==> src/rtl/hazard_pkg.sv <==
`default_nettype none
// ============================================================================
// Module      : hazard_pkg
// Description : Shared types and constants for the hazard/forwarding
//               scoreboard: scoreboard entry layouts, forward-select
//               encoding and the select-width helper.
// Revision    : 1.0 - initial release
// ============================================================================
package hazard_pkg;

    // Register addresses are stored zero-extended to this width so one
    // entry type serves every REG_AW up to this size.
    localparam int SB_WA_MAX = 8;

    // Execute-stage entry.
    typedef struct packed {
        logic                 valid;
        logic                 we;
        logic [SB_WA_MAX-1:0] wa;
        logic                 load;
        logic                 mc;
    } sb_entry_t;

    // Post-Execute stage entry: only what forwarding needs.
    typedef struct packed {
        logic                 valid;
        logic                 we;
        logic [SB_WA_MAX-1:0] wa;
    } stage_entry_t;

    // Forward-select encoding. Memory is encoded as FWD_STAGES, which is
    // FWD_MEM_DEFAULT with the default pipe depth.
    localparam int FWD_RF          = 0;
    localparam int FWD_WB          = 1;
    localparam int FWD_MEM_DEFAULT = 2;

    // Width of one port's forward select.
    function automatic int fwd_sel_w(input int stages);
        return $clog2(stages + 1);
    endfunction

endpackage
`default_nettype wire

==> src/rtl/hazard_scoreboard_fwd_select.sv <==
`default_nettype none
// ============================================================================
// Module      : fwd_select
// Description : Combinational priority scan of the post-Execute stages for
//               one Execute read port. The youngest matching writer wins.
// Revision    : 1.0 - initial release
// ============================================================================
module fwd_select
    import hazard_pkg::*;
#(
    parameter int FWD_STAGES = 2,
    parameter int SW         = 2
) (
    input  logic                            i_e_valid,
    input  logic                            i_ra_used,
    input  logic [SB_WA_MAX-1:0]            i_ra,
    input  logic [FWD_STAGES-1:0]           i_stg_valid,
    input  logic [FWD_STAGES-1:0]           i_stg_we,
    input  logic [FWD_STAGES*SB_WA_MAX-1:0] i_stg_wa,
    output logic [SW-1:0]                   o_sel
);

    // Scan oldest to youngest so a later (younger) match overrides.
    always_comb begin
        o_sel = SW'(FWD_RF);
        for (int k = FWD_STAGES - 1; k >= 0; k--) begin
            if (i_e_valid && i_ra_used && i_stg_valid[k] && i_stg_we[k] &&
                (i_stg_wa[k*SB_WA_MAX +: SB_WA_MAX] == i_ra)) begin
                o_sel = SW'(FWD_STAGES - k);
            end
        end
    end

endmodule
`default_nettype wire

==> src/rtl/hazard_scoreboard.sv <==
`default_nettype none
// ============================================================================
// Module      : hazard_scoreboard
// Description : Hazard and forwarding controller. Tracks destination
//               registers for Execute and FWD_STAGES later stages, drives
//               forward selects, load-use stalls, branch flushes and holds
//               the pipe for multi-cycle Execute operations.
// Revision    : 1.0 - initial release
// ============================================================================
module hazard_scoreboard
    import hazard_pkg::*;
#(
    parameter  int REG_AW     = 4,
    parameter  int NUM_RD     = 2,
    parameter  int FWD_STAGES = 2,
    parameter  int MC_LAT     = 3,
    localparam int SW         = fwd_sel_w(FWD_STAGES)
) (
    input  logic                     clk,
    input  logic                     reset,
    input  logic                     dec_valid,
    input  logic [NUM_RD*REG_AW-1:0] dec_ra,
    input  logic [NUM_RD-1:0]        dec_ra_used,
    input  logic                     dec_we,
    input  logic [REG_AW-1:0]        dec_wa,
    input  logic                     dec_load,
    input  logic                     dec_mc,
    input  logic                     branch_taken_e,
    output logic [NUM_RD*SW-1:0]     fwd_sel,
    output logic                     stall_f,
    output logic                     stall_d,
    output logic                     flush_d,
    output logic                     flush_e,
    output logic                     busy
);

    localparam int CW = $clog2(MC_LAT) + 1;

    sb_entry_t                r_e;
    sb_entry_t                w_e_next;
    logic [NUM_RD*REG_AW-1:0] r_e_ra;
    logic [NUM_RD*REG_AW-1:0] w_e_ra_next;
    logic [NUM_RD-1:0]        r_e_ra_used;
    logic [NUM_RD-1:0]        w_e_ra_used_next;
    stage_entry_t             r_stage [FWD_STAGES];
    logic [CW-1:0]            r_cnt;

    logic                            w_busy;
    logic                            w_luse;
    logic                            w_branch;
    logic [FWD_STAGES-1:0]           w_stg_valid;
    logic [FWD_STAGES-1:0]           w_stg_we;
    logic [FWD_STAGES*SB_WA_MAX-1:0] w_stg_wa;

    assign w_busy = (r_cnt != '0);
    assign busy   = w_busy;

    // Load-use: Decode reads the register a load in Execute is producing.
    always_comb begin
        w_luse = 1'b0;
        for (int i = 0; i < NUM_RD; i++) begin
            if (dec_ra_used[i] &&
                (SB_WA_MAX'(dec_ra[i*REG_AW +: REG_AW]) == r_e.wa)) begin
                w_luse = 1'b1;
            end
        end
        w_luse = w_luse & dec_valid & r_e.valid & r_e.we & r_e.load;
    end

    // Pipe control priority: taken branch, then busy, then load-use.
    // A branch can only resolve once the Execute op has finished.
    assign w_branch = branch_taken_e & ~w_busy;
    assign flush_d  = w_branch;
    assign flush_e  = w_branch | (~w_busy & w_luse);
    assign stall_f  = ~w_branch & (w_busy | w_luse);
    assign stall_d  = ~w_branch & (w_busy | w_luse);

    // Next Execute entry: Decode fields, or a bubble when flushed/empty.
    always_comb begin
        w_e_next         = '0;
        w_e_ra_next      = '0;
        w_e_ra_used_next = '0;
        if (dec_valid && !flush_e) begin
            w_e_next.valid   = 1'b1;
            w_e_next.we      = dec_we;
            w_e_next.wa      = SB_WA_MAX'(dec_wa);
            w_e_next.load    = dec_load;
            w_e_next.mc      = dec_mc;
            w_e_ra_next      = dec_ra;
            w_e_ra_used_next = dec_ra_used;
        end
    end

    // Scoreboard state: Execute entry, post-Execute stages and the
    // multi-cycle counter. While busy, Execute holds and a bubble enters
    // stage 0 so older writers keep draining.
    always_ff @(posedge clk or negedge reset) begin
        if (!reset) begin
            r_e         <= '0;
            r_e_ra      <= '0;
            r_e_ra_used <= '0;
            r_cnt       <= '0;
            for (int k = 0; k < FWD_STAGES; k++) begin
                r_stage[k] <= '0;
            end
        end else begin
            for (int k = 1; k < FWD_STAGES; k++) begin
                r_stage[k] <= r_stage[k-1];
            end
            if (w_busy) begin
                r_cnt      <= r_cnt - CW'(1);
                r_stage[0] <= '0;
            end else begin
                r_stage[0].valid <= r_e.valid;
                r_stage[0].we    <= r_e.we;
                r_stage[0].wa    <= r_e.wa;
                r_e              <= w_e_next;
                r_e_ra           <= w_e_ra_next;
                r_e_ra_used      <= w_e_ra_used_next;
                r_cnt            <= (w_e_next.valid && w_e_next.mc) ?
                                    CW'(MC_LAT - 1) : '0;
            end
        end
    end

    // Flatten stage fields for the per-port scanners.
    generate
        for (genvar k = 0; k < FWD_STAGES; k++) begin : g_stage_pack
            assign w_stg_valid[k]                        = r_stage[k].valid;
            assign w_stg_we[k]                           = r_stage[k].we;
            assign w_stg_wa[k*SB_WA_MAX +: SB_WA_MAX]    = r_stage[k].wa;
        end
    endgenerate

    // One forward-select scanner per Decode read port.
    generate
        for (genvar i = 0; i < NUM_RD; i++) begin : g_port
            fwd_select #(
                .FWD_STAGES (FWD_STAGES),
                .SW         (SW)
            ) u_fwd_select (
                .i_e_valid   (r_e.valid),
                .i_ra_used   (r_e_ra_used[i]),
                .i_ra        (SB_WA_MAX'(r_e_ra[i*REG_AW +: REG_AW])),
                .i_stg_valid (w_stg_valid),
                .i_stg_we    (w_stg_we),
                .i_stg_wa    (w_stg_wa),
                .o_sel       (fwd_sel[i*SW +: SW])
            );
        end
    endgenerate

endmodule
`default_nettype wire

==> config.mk <==
export PLATFORM = sky130hd
export DESIGN_NAME = hazard_scoreboard
export DESIGN_NICKNAME = d
export VERILOG_FILES = /design/src/rtl/hazard_pkg.sv /design/src/rtl/hazard_scoreboard_fwd_select.sv /design/src/rtl/hazard_scoreboard.sv
export SDC_FILE = /design/constraint.sdc
export NUM_CORES = 1
export LEC_CHECK = 0
export ABC_AREA = 1
export CAP_MARGIN = 15
export CORE_ASPECT_RATIO = 0.7
export CORE_UTILIZATION = 30
export CTS_BUF_LIST = sky130_fd_sc_hd__clkbuf_8
export DETAILED_ROUTE_END_ITERATION = 10
export GPL_ROUTABILITY_DRIVEN = 0
export PLACE_DENSITY_LB_ADDON = 0.2
export SLEW_MARGIN = 5
export SYNTH_ARGS = -nofsm -noshare
export SYNTH_HDL_FRONTEND = slang
export SYNTH_SLANG_ARGS = --single-unit
==> constraint.sdc <==
create_clock -name clk -period 1.4 [get_ports clk]
set_input_delay 0.28 -clock clk [delete_from_list [all_inputs] [get_ports clk]]
set_output_delay 0.28 -clock clk [all_outputs]
set_load 0.02 [all_outputs]
==> results.md, run 1 <==
- Async set-reset flop share out of synthesis: 1.00
- First-pass GRT wire length: 7250 um
- Synth-to-Final Area Change: 53.2%
- Pre-CTS setup slack: -0.948 ns
- Commonest non-fill, non-tap cell in the layout: nand2_1
- Fill cells: 529
- EDFF count, synth: 0
- Clk root buf: clkbuf_8
- TritonCTS buffer count: 5
- Worst setup EP type: output pin
- DRT Pass-1 Iters: 4
- Post-synth top area cell: dfrtp_1
- Avg Synthesized Cell Area: 8.53 sq um
- Worst reg2reg setup slack: -0.13 ns
- Syn Nets: 218
- Failing checks: negative setup slack
- Clk_lat worst skew: 0.29 ns
- Final setup margin: -0.415 ns
- Synth warn: 0
- Clock-pin transition on the worst setup and hold timing paths: 0.07 ns
- Fin Clk Skew: 0.00610 ns
- IO Port Bufs: 29
- WP depth: 8
- Synth Instances: 195
- Fin cells: 336
- Drt via density: 4.46
- Critical path's top delay family: simple AND/OR/NAND/NOR gates
- Peak Freq: 0.551 GHz
- RSZ-0062 raised after global routing: true
- Final Hold Viols: 0
- Commonest cells after routing, fill and taps aside: 52 x nand2_1, 36 x buf_4, 31 x dfrtp_1
- Horiz. Die Dim: 91.0 um
- Post-Syn Area: 0.00166 sq mm
- Share of cells above drive strength 1: 0.311
- Status: finished with violations
- Reg-to-Reg Start: r_cnt[0]$_DFF_PN0_
- Slowest stage delay, CP: 0.42 ns
- Ranking of synthesized cells by area: dfrtp_1 48%, nand2_1 12%, nand4_1 7.5%
- Max-slew violation count: 0
- Power Density: 2000 mW/mm^2
- DRC viols: 0
- Core area: 0.00529 sq mm
- Highest Signal Layer: met4
- Critical path arrival: 1.53 ns
- R2r endpoint: r_cnt[1]$_DFF_PN0_
- Fin crit share: 1.30
- Initial antenna violation count: 0
- WL final: 4230 um
- Slowest cell on crit path: dfrtp_1
- DRT antenna net count: 0
- Yosys reg bits: 32
- # clock sinks: 32
- DR WL met2: 1900 um
- Slew @ Worst Pin: 0.425 ns
- # rows: 22
- Cell mode on critical path: nand2_1
- Via count: 1498
- Met3 Wirelength: 153 um
- Ys flop type: dfrtp_1
- WL met1: 2150 um
- Initial DRC Count: 60
- Critical path data required time: 1.12 ns
- Crit path buffers/inverters: 1
- Max-Cap Viols: 0
- I/O pins: 30
- P_leak: 1.29 nW
- Critical-path cell list: nand2_1, nand2_1, nor2_2, nand3_1, nand2_1, nand2_2, o21ai_4, buf_6
- Synth top area share: 0.481
- Starting density of the core: 0.315
- Diodes inserted: 0
- Hold EP: r_e_ra[3]$_DFFE_PN0P_
- Final min period: 1.81 ns
- TritonCTS clock tree: built
- Worst vdd ir: 0.822 mV
- Seq/Total Area, Yosys: 0.481
- Hold Path Origin: dec_ra[3]
- Vias in the first global route: 1496
- Tightest Hold Check Type: input port to register
- Htree depth: 2
- Setup Total Neg Slack: -4.51 ns
- DIE AREA: 0.00585 sq mm
- WHS Path Cells: 3
- Tot GR Track Use: 0.164
- Final setup fails: 27
- CP Launch Type: register
- Cts hold-fix bufs: 0
- Detailed Place HPWL: 2860 um
- Distinct cells, synth: 26
- Crit Path Class: register to output pin
- Clock Path Buffers: 2
- DR WL/cell: 12.6 um
- Die Ht: 64.3 um
- Slew headroom: 0.717
- Post-placement cell count: 316
- Finished Core Util: 0.482
- Crit path max fanout: 4
- Largest net degree at the start of global routing: 33
- Layout Nets: 286
- Worst reg2reg path depth: 10
- Grt total ovfl: 0
cell usage after synthesis, types with 2 or more instances:
| cell | instances |
|---|---|
| nand2_1 | 54 |
| dfrtp_1 | 32 |
| nand4_1 | 20 |
| nor2_1 | 20 |
| inv_1 | 18 |
| xnor2_1 | 10 |
| nand3_1 | 7 |
| xor2_1 | 7 |
| buf_2 | 3 |
| buf_6 | 3 |
| inv_2 | 3 |
| ha_1 | 2 |
| nor4_1 | 2 |
| or2_1 | 2 |
area by class of cell:
class,count,area [sq um],share of cell area
inverter,22,85.1,0.0334
sequential,32,802,0.315
multi-input combinational,136,852,0.334
tap,72,90.1,0.0353
clock buffer,5,68.8,0.0270
clock inverter,3,38.8,0.0152
timing repair buffer,66,612,0.240
logic make-up (layout without fill, tap and decap cells):
group,count (synthesis),count (layout),share of synthesized area
DFF,32,32,0.481
adders and majority gates,2,2,0.0150
AOI/OAI and AO/OA,3,3,0.0135
and+or+nand+nor,111,114,0.314
xor gates and xnor gates,17,17,0.0895
buffers and inverters,30,96,0.0872
worst reg2reg max path: stages, from the launching register on:
cell and delay (ns):
dfrtp_1 0.39, inv_2 0.09, ha_4 0.13, inv_2 0.04
nor2_4 0.12, inv_4 0.08, buf_6 0.13, buf_12 0.14
nor2_4 0.17, nand4_1 0.12, nand2_1 0.07
routing by layer:
layer | vias up | global-route usage
met4 | 0 | 0.0476
li1 | 761 | -
met2 | 25 | 0.254
met3 | 4 | 0.0512
met1 | 708 | 0.222
met5 | - | 0
state kept, by name (all words and copies together) (netlist names):
register	count
r_stage	12
r_e_ra	8
r_e	7
r_cnt	3
r_e_ra_used	2
timing repair:
| action | CTS | global route |
|---|---|---|
| setup buffers | 5 | 3 |
| gates cloned | 4 | 0 |
| setup endpoints to repair | 27 | 32 |
| resized for setup | 64 | 11 |
| pin swaps | 30 | 17 |
power breakdown:
| group | internal [W] | switching, W |
|---|---|---|
| Sequential | 0.00129 | 0.000397 |
| Combinational | 0.00135 | 0.00119 |
| Clock | 0.000520 | 0.000346 |
| Total | 0.00316 | 0.00194 |
worst max-delay path by stage:
stage	start	end	slack [ns]
after global routing	r_e[4]$_DFFE_PN0P_	stall_f	-0.51
after detailed placement	dec_ra[0]	stall_d	-0.95
after CTS	r_e[3]$_DFFE_PN0P_	stall_d	-0.46
after global placement	dec_ra[1]	stall_f	-0.95
after floorplan	r_e[5]$_DFFE_PN0P_	stall_f	-0.16
final	r_e[3]$_DFFE_PN0P_	stall_d	-0.41
metrics by stage:
| stage | total power [W] | cell area, sq um | hold WS (ns) |
|---|---|---|---|
| 5_1_grt | 0.00545 | 2550 | 0.310 |
| 2_1_floorplan | 0.00289 | 1730 | -0.0156 |
| 3_3_place_gp | 0.00368 | 2260 | 0.360 |
| 3_5_place_dp | 0.00370 | 2260 | 0.363 |
| 4_1_cts | 0.00499 | 2490 | 0.353 |
| 6_report | 0.00509 | 2550 | 0.291 |
(Power assumes the default switching activity.)
==> run 2: changes to the inputs <==
==> constraint.sdc (replaced) <==
create_clock -name clk -period 1.55 [get_ports clk]
set_input_delay 0.31 -clock clk [delete_from_list [all_inputs] [get_ports clk]]
set_output_delay 0.31 -clock clk [all_outputs]
set_load 0.02 [all_outputs]
==> run 2 against run 1 <==
Die area is the same; critical path depth unchanged; sequential power is 9.5% lower; the run still ends with negative setup slack left; register-to-register slack gained 0.14 ns; setup slack improved by 0.067 ns; sequential share of layout area is 0.32 points lower; clock power decreased by 19%; via count down 0.13%; clock skew decreased by 0.0033 ns; total power shrank 8.6%; largest cell class unchanged; wire length is 1.8% higher; largest power group unchanged; flip-flop and latch count stayed put.
==> results.md, run 2 (synthesis gave the netlist of run 1 again) <==
- Status: finished with violations
- Failing checks: negative setup slack
- RSZ-0062 raised after global routing: true
- DRT Pass-1 Iters: 4
- Crit Path Class: input port to output pin
- # rows: 22
- Clock-pin transition on the worst setup and hold timing paths: 0.06 ns
- Synth-to-Final Area Change: 55.0%
- P_leak: 1.30 nW
- Commonest cells after routing, fill and taps aside: 48 x nand2_1, 36 x buf_4, 30 x dfrtp_1
- Detailed Place HPWL: 2760 um
- WL final: 4310 um
- Layout Nets: 287
- Worst vdd ir: 0.662 mV
- Area after DPL: 0.00222 sq mm
- Reg-to-Reg Start: r_cnt[0]$_DFF_PN0_
- TritonCTS buffer count: 5
- Fin Clk Skew: 0.00285 ns
- Worst reg2reg path depth: 9
- Critical path data required time: 1.24 ns
- Drt via density: 4.45
- CP Launch Type: input port
- Clk_lat worst skew: 0.29 ns
- Final setup margin: -0.347 ns
- Fin crit share: 1.22
- Clk root buf: clkbuf_8
- Via count: 1496
- First-pass GRT wire length: 6910 um
- Max-slew violation count: 0
- Slew headroom: 0.709
- DRC viols: 0
- Setup Total Neg Slack: -2.20 ns
- Commonest non-fill, non-tap cell in the layout: nand2_1
- Pre-CTS setup slack: -0.895 ns
- Initial antenna violation count: 0
- Tot GR Track Use: 0.156
- Worst setup EP type: output pin
- Max reg flops: 12
- Critical path arrival: 1.59 ns
- DIE AREA: 0.00585 sq mm
- Biggest register: r_stage
- I/O pins: 30
- Max-Cap Viols: 0
- Share of cells above drive strength 1: 0.348
- TritonCTS clock tree: built
- DR WL/cell: 12.8 um
- Clock Path Buffers: 2
- R2r endpoint: r_e_ra[6]$_DFFE_PN0P_
- Largest net degree at the start of global routing: 33
- Tightest Hold Check Type: input port to async pin
- Vias in the first global route: 1386
- Finished Cell Area: 0.00258 sq mm
- Crit path max fanout: 3
- Slew @ Worst Pin: 0.436 ns
- Critical Path Start: dec_ra_used[1]
- # clock sinks: 32
- Die Ht: 64.3 um
- Horiz. Die Dim: 91.0 um
- Peak Freq: 0.527 GHz
- Final Hold Viols: 0
- Htree depth: 2
- Starting density of the core: 0.315
- Core area: 0.00529 sq mm
- DRT antenna net count: 0
- Final setup fails: 9
- Initial DRC Count: 95
- Final min period: 1.90 ns
- Critical Path End: stall_d
- Grt total ovfl: 0
- Worst reg2reg setup slack: 0.01 ns
- Power Density: 1800 mW/mm^2
- Diodes inserted: 0
- Largest regs: r_stage: 12 flops, r_e_ra: 8 flops, r_e: 7 flops
- IO Port Bufs: 29
-- run 2: changes by cell type in the layout (fill, tap and decap cells not counted), sizes merged --
cell           previous run  this run
inv                      23        21
dlygate4sd2               5         7
clkbuf                    5         9
bufinv                    1         0
bufbuf                    1         0
dlymetal6s2s              1         0
clkdlybuf4s50            14        13
-- run 2: report_power, final --
group / switching (W) / internal [W] / total, W
Sequential: 0.000360 / 0.00116 / 0.00152
Combinational: 0.00114 / 0.00129 / 0.00243
Clock: 0.000304 / 0.000395 / 0.000699
-- run 2: repair_timing --
item	CTS	global route
pin swaps	14	27
gates resized for setup	63	25
buffers inserted	3	10
endpoints found under the setup margin	27	27
hold buffers	0	0
gates cloned	2	3
-- run 2: final cells by class --
type / count / area (sq um)
Tap cell: 72 / 90.1
Timing Repair Buffer: 67 / 631
Inverter: 22 / 87.6
Fill cell: 540 / 2710
Sequential cell: 32 / 803
Multi-Input combinational cell: 136 / 871
Clock buffer: 7 / 96.3
-- run 2: worst min-delay path by stage --
stage / startpoint / end / slack, ns / cells after the start
3_3_place_gp: r_stage[19]$_DFF_PN0_ / r_stage[9]$_DFF_PN0_ / 0.37 / 0
3_5_place_dp: r_stage[19]$_DFF_PN0_ / r_stage[9]$_DFF_PN0_ / 0.38 / 0
4_1_cts: reset / r_e[1]$_DFFE_PN0P_ / 0.39 / 2
6_report: reset / r_e[1]$_DFFE_PN0P_ / 0.38 / 2
5_1_grt: reset / r_e[10]$_DFFE_PN0P_ / 0.40 / 2
2_1_floorplan: reset / r_cnt[0]$_DFF_PN0_ / 0.01 / 0
-- run 2: layer usage --
layer  vias up  global-route usage  wire [um]
met1       697               0.235       2210
met5         -                   0          0
met4         0              0.0595         73
met2        35               0.213       1840
li1        757                   -          -
met3         7              0.0357        187
-- run 2: stage by stage --
stage,std cells,total power [W],hold slack [ns],util
4_1_cts,323,0.00413,0.386,0.447
3_3_place_gp,311,0.00323,0.367,0.420
2_1_floorplan,195,0.00258,0.0144,-
6_report,336,0.00465,0.379,0.488
3_5_place_dp,311,0.00325,0.376,0.420
5_1_grt,336,0.00498,0.402,0.488
-- run 2: worst max-delay path, cell delays in order --
cell and delay [ns]:
clkdlybuf4s50_1 0.49, nand2_1 0.08, nor2_2 0.14, nand3_1 0.11, nand2_2 0.09, nand2_4 0.07, o21ai_4 0.15, buf_6 0.14
==> run 3: changes to the inputs <==
--- a/config.mk
+++ b/config.mk
@@ -10,10 +10,11 @@
 export CORE_ASPECT_RATIO = 0.7
 export CORE_UTILIZATION = 30
 export CTS_BUF_LIST = sky130_fd_sc_hd__clkbuf_8
+export CTS_CLUSTER_SIZE = 12
 export DETAILED_ROUTE_END_ITERATION = 10
 export GPL_ROUTABILITY_DRIVEN = 0
 export PLACE_DENSITY_LB_ADDON = 0.2
-export SLEW_MARGIN = 5
+export SLEW_MARGIN = 20
 export SYNTH_ARGS = -nofsm -noshare
 export SYNTH_HDL_FRONTEND = slang
 export SYNTH_SLANG_ARGS = --single-unit
==> results of run 3 <==
No change in the layout: final DEF, timing and power equal those of run 2.
